$ cat config.mk
export PLATFORM = sky130hd
export DESIGN_NAME = operand_stage
export DESIGN_NICKNAME = d
export VERILOG_FILES = /design/src/rtl/cpu_pkg.sv /design/src/rtl/reg_file.sv /design/src/rtl/operand_stage.sv
export SDC_FILE = /design/constraint.sdc
export NUM_CORES = 2
export LEC_CHECK = 0
export ABC_CLOCK_PERIOD_IN_PS = 38800
export BUFFER_PORTS_ARGS = -buffer_cell sky130_fd_sc_hd__buf_2
export CELL_PAD_IN_SITES_DETAIL_PLACEMENT = 0
export CELL_PAD_IN_SITES_GLOBAL_PLACEMENT = 1
export CORE_ASPECT_RATIO = 0.8
export CORE_UTILIZATION = 54
export DETAILED_ROUTE_END_ITERATION = 10
export PLACE_DENSITY_LB_ADDON = 0.1
export SYNTH_ARGS = -nofsm -noshare
export SYNTH_HDL_FRONTEND = slang
export SYNTH_SLANG_ARGS = --single-unit
$ cat constraint.sdc
create_clock -name clk -period 38.8 [get_ports clk]
set_clock_uncertainty 0.05 [all_clocks]
set_input_delay 1.94 -clock clk [delete_from_list [all_inputs] [get_ports clk]]
set_output_delay 1.94 -clock clk [all_outputs]
set_load 0.01 [all_outputs]
$ cat src/rtl/cpu_pkg.sv
// Shared CPU definitions: datapath widths, ALU control encodings and the
// architectural index of register a0.
package cpu_pkg;

   localparam int DATA_WIDTH = 32;
   localparam int ADDR_WIDTH = 5;

   localparam logic ALU_ADD = 1'b0;
   localparam logic ALU_EQ  = 1'b1;

   localparam int REG_A0 = 10;

endpackage

$ cat src/rtl/reg_file.sv
// Architectural register file: two combinational read ports with same-cycle
// write forwarding, one write port, x0 hard-wired to zero, and an a0 tap.
module reg_file #(
   parameter int DATA_WIDTH = cpu_pkg::DATA_WIDTH,
   parameter int ADDR_WIDTH = cpu_pkg::ADDR_WIDTH
) (
   input  logic                  clk,
   input  logic                  rst,
   input  logic                  we,
   input  logic [ADDR_WIDTH-1:0] rd,
   input  logic [DATA_WIDTH-1:0] wd,
   input  logic [ADDR_WIDTH-1:0] rs1,
   input  logic [ADDR_WIDTH-1:0] rs2,
   output logic [DATA_WIDTH-1:0] rdata1,
   output logic [DATA_WIDTH-1:0] rdata2,
   output logic [DATA_WIDTH-1:0] a0
);
   import cpu_pkg::*;

   localparam int NREGS = 1 << ADDR_WIDTH;

   logic [DATA_WIDTH-1:0] regs [NREGS];

   // NOTE: the whole array is reset because reset must leave every register
   // reading zero; this forces flops rather than a RAM macro, which is fine at 32 entries.
   always_ff @(posedge clk or posedge rst) begin
      if (rst) begin
         for (int i = 0; i < NREGS; i++) begin
            regs[i] <= '0;
         end
      end else if (we && rd != '0) begin
         regs[rd] <= wd;
      end
   end

   // A write landing this cycle is forwarded so decode never sees a stale value.
   assign rdata1 = (rs1 == '0)          ? '0 :
                   (we && rd == rs1)    ? wd : regs[rs1];
   assign rdata2 = (rs2 == '0)          ? '0 :
                   (we && rd == rs2)    ? wd : regs[rs2];

   assign a0 = regs[REG_A0];

endmodule

$ cat src/rtl/operand_stage.sv
// Operand-fetch stage: reads the register file, selects register or immediate
// for operand 2 and holds the result in a one-entry valid/ready pipeline register.
module operand_stage
   import cpu_pkg::*;
#(
   parameter int DATA_WIDTH = cpu_pkg::DATA_WIDTH,
   parameter int ADDR_WIDTH = cpu_pkg::ADDR_WIDTH
) (
   input  logic                         clk,
   input  logic                         rst,
   input  logic                         in_valid,
   output logic                         in_ready,
   input  logic [ADDR_WIDTH-1:0]        rs1,
   input  logic [ADDR_WIDTH-1:0]        rs2,
   input  logic [DATA_WIDTH-1:0]        imm,
   input  logic                         ALUsrc,
   input  logic                         ALUctrl_in,
   input  logic                         we,
   input  logic [ADDR_WIDTH-1:0]        rd,
   input  logic [DATA_WIDTH-1:0]        wd,
   output logic                         out_valid,
   input  logic                         out_ready,
   output logic signed [DATA_WIDTH-1:0] ALUop1,
   output logic signed [DATA_WIDTH-1:0] ALUop2,
   output logic                         ALUctrl,
   output logic [DATA_WIDTH-1:0]        a0
);

   logic [DATA_WIDTH-1:0] rdata1;
   logic [DATA_WIDTH-1:0] rdata2;
   logic [DATA_WIDTH-1:0] op2;
   logic                  accept;

   reg_file #(
      .DATA_WIDTH (DATA_WIDTH),
      .ADDR_WIDTH (ADDR_WIDTH)
   ) u_reg_file (
      .clk    (clk),
      .rst    (rst),
      .we     (we),
      .rd     (rd),
      .wd     (wd),
      .rs1    (rs1),
      .rs2    (rs2),
      .rdata1 (rdata1),
      .rdata2 (rdata2),
      .a0     (a0)
   );

   assign op2      = ALUsrc ? imm : rdata2;
   assign in_ready = !out_valid || out_ready;
   assign accept   = in_valid && in_ready;

   // NOTE: non-blocking assignments keep every register sampling pre-edge
   // values, so accept and drain in the same cycle resolve without ordering races.
   always_ff @(posedge clk or posedge rst) begin
      if (rst) begin
         out_valid <= 1'b0;
         ALUop1    <= '0;
         ALUop2    <= '0;
         ALUctrl   <= ALU_ADD;
      end else if (accept) begin
         out_valid <= 1'b1;
         ALUop1    <= rdata1;
         ALUop2    <= op2;
         ALUctrl   <= ALUctrl_in;
      end else if (out_ready) begin
         // Drain: operands keep their last values, only the valid flag drops.
         out_valid <= 1'b0;
      end
   end

endmodule

==> results.tsv <==
stage	metric	value	unit
synthesis	synth-seq-area-share	0.475	
sta	hold_violations	0	
floorplanning	die_w	366	um
setup_path	cp-end-kind	asynchronous set/reset pin	
sta	period_share	0.146	
placed_design	dp_hpwl	110000	um
sta	tightest_slew	1170	ps
drt	first_pass_iters	5	
clock_tree	tritoncts	done	
setup_path	critPathKind	primary input to asynchronous set/reset pin	
layout	fillerInstances	7918	
clock_tree	cts_hold_buf	0	
sta	relSlewSlack	0.219	
synthesis	synthesis.nets	3941	
layout	final_common_cell	dfrtp_1	
power	vdd_drop_max	0.0410	mV
synthesis	yosysTopAreaCell	dfrtp_1	
synthesis	synth-seq-cells	1090	
clock_tree	cts_resized	0	
floorplanning	placementRows	106	
sta	fin_tns_setup	0	ps
clock_tree	postCtsSetupBuffers	0	
status	status	complete, no violations	
sta	rsz0062_at_grt	false	
drt	viasPerCell	7.26	
synthesis	syn_inst	3855	
synthesis	avgSynthCellArea	14.9	um2
grt	grt_pass1_vias	39500	
sta	hold_ws	347	ps
placed_design	port_buffers	184	
floorplanning	die_h	294	um
layout	post-route-util	0.598	
sta	setup_viol	0	
floorplanning	num_io_pins	185	
sta	slew_violations	0	
grt	grt_remaining_overflow	0	
synthesis	ys.flop_type	dfrtp_1	
drt	drtAntennaViolNets	0	
grt	grt.total_usage	0.360	
drt	vias	38300	
min_path	hold_path.class	flop to flop	
drt	drt-initial-drc-count	4080	
synthesis	synth_area_leaders	dfrtp_1, mux2_2, mux4_2	
clock_tree	numCtsBuffers	112	
setup_path	worstSetupStartpointType	primary input	
sta	timing.fmax	176	MHz
grt	met1_usage	0.504	
layout	fin_area	0.0627	mm2
synthesis	synth-edff-count	0	
clock_tree	htreeDepth	3	
drt	routed_wl	192000	um
grt	top_usage_layer	met2	
clock_tree	cts_sinks	1090	
drt	drc	0	
clock_tree	cts_buffer_depth	3	
setup_path	required	39420	ps
floorplanning	dieArea	0.108	mm2
synthesis	syn_area	0.0574	mm2
clock_tree	clock_latency	720	ps
synthesis	synth_top_area_share	0.475	
placed_design	gp_congestion	0.865	
layout	nNetsFinal	3843	
drt	drt-wirelength-per-cell	36.4	um
sta	min_period	5670	ps
setup_path	cp_max_fo	111	
power	p_per_area	53.5	mW/mm2
synthesis	async_flop_share	1.00	
layout	drive_gt1_frac	0.491	
setup_path	cp.arrival	6290	ps
grt	grt_max_degree	174	
layout	final_cell_mix	dfrtp_1, mux2_2, mux4_2, mux2i_1, buf_2	
grt	grt_pass1_wl	280000	um
power	p_leak	27.3	nW
clock_tree	path_clk_slew	60	ps
placed_design	postPlaceCellArea	0.0588	mm2
grt	grtUsageMet3	0.0970	
run	drv_cap	0	
layout	area_growth	9.24	%
synthesis	yosysWarnings	0	
clock_tree	clock-root-buffer	clkbuf_16	
grt	met2_usage	0.535	
synthesis	yosysUniqueCellTypes	39	
power	p_total	3.36	mW
grt	grt_antenna_before_repair	14	
floorplanning	core_area	0.105	mm2
floorplanning	initial_core_util	0.547	
[flip-flops by register name, indices dropped and copies added, names as in the netlist]
signal,flops
ALUop2,32
ALUctrl,1
ALUop1,32
u_reg_file.regs,992
u_reg_file.a0,32
out_valid,1
[cell type report]
cell class / count / area [um2] / area share
multi-input cells: 2227 / 27900 / 0.446
flip-flops and latches: 1090 / 27300 / 0.435
clock buffers: 168 / 3440 / 0.0548
well taps: 1404 / 1760 / 0.0280
repair buffers: 258 / 1560 / 0.0250
clock inverters: 40 / 428 / 0.00683
inverters: 68 / 264 / 0.00421
diodes: 11 / 27.5 / 0.000439
[through the flow]
step                cells  setup WS [ps]
floorplan            3855           6120
global placement     5047          32510
detailed placement   5047          32220
CTS                  5255          32980
global route         5260          32470
finish               5266          33130
[final timing paths]
| kind | start | end | slack (ps) | cells after the start |
|---|---|---|---|---|
| setup / recovery | rst | u_reg_file.regs[837] | 33130 | 6 |
| hold / removal | u_reg_file.regs[1015] | u_reg_file.regs[1015] | 350 | 0 |
| setup reg to reg | out_valid | ALUop2[22] | 36200 | 5 |
| hold reg to reg | u_reg_file.regs[1015] | u_reg_file.regs[1015] | 350 | 0 |
| max in group clk | rs1[2] | ALUop1[27] | 33330 | 8 |
| min in group asynchronous | rst | u_reg_file.regs[112] | 1310 | 2 |
[where the power goes]
group / total (mW) / switching, mW / internal (mW)
sequential: 1.54 / 0.183 / 1.35
combinational: 0.681 / 0.294 / 0.388
clock: 1.14 / 0.474 / 0.662
[layer usage]
metal | vias to the layer above | wire length [um] | part of all wire
met5 | - | 78 | 0.00041
met4 | 12 | 8370 | 0.044
met3 | 510 | 18900 | 0.099
met2 | 2142 | 85600 | 0.45
met1 | 20800 | 78900 | 0.41
li1 | 14800 | - | -
[worst max-delay path: stages]
cell and delay (ps):
buf_2 130, inv_8 500, buf_4 740, buf_4 920, buf_4 920, buf_4 950
[logic make-up (layout without fill, tap and decap cells)]
kind of cell / Yosys count / in the layout / synth area share
AO/OA/AOI/OAI: 455 / 455 / 0.0602
XOR/XNOR: 10 / 10 / 0.00153
buffers and inverters: 538 / 534 / 0.0420
flip-flops: 1090 / 1090 / 0.475
multiplexers: 1696 / 1696 / 0.415
other: 0 / 11 / 0
AND/OR/NAND/NOR: 66 / 66 / 0.00565
[synthesized netlist by cell type, types with 2 or more instances]
master    count
clkinv_1     46
a22oi_1      64
mux2_1       40
clkbuf_1    288
buf_1        62
buf_2        62
o21ai_0      64
a21oi_1      65
nor3b_1       5
nand3_1       2
a221o_1      64
and2_1        2
buf_6        26
o32a_1       32
o22ai_1      32
a221oi_1    128
nand2b_1      2
buf_4        32
nand2_1      22
mux4_2      448
dfrtp_1    1090
xnor2_1      10
inv_1        19
nand4_1       2
o211ai_1      4
inv_2         3
mux2_2      952
mux2i_1     256
nor3_1        3
nand3b_1      4
nor2_1       18
(Power assumes the default switching activity.)
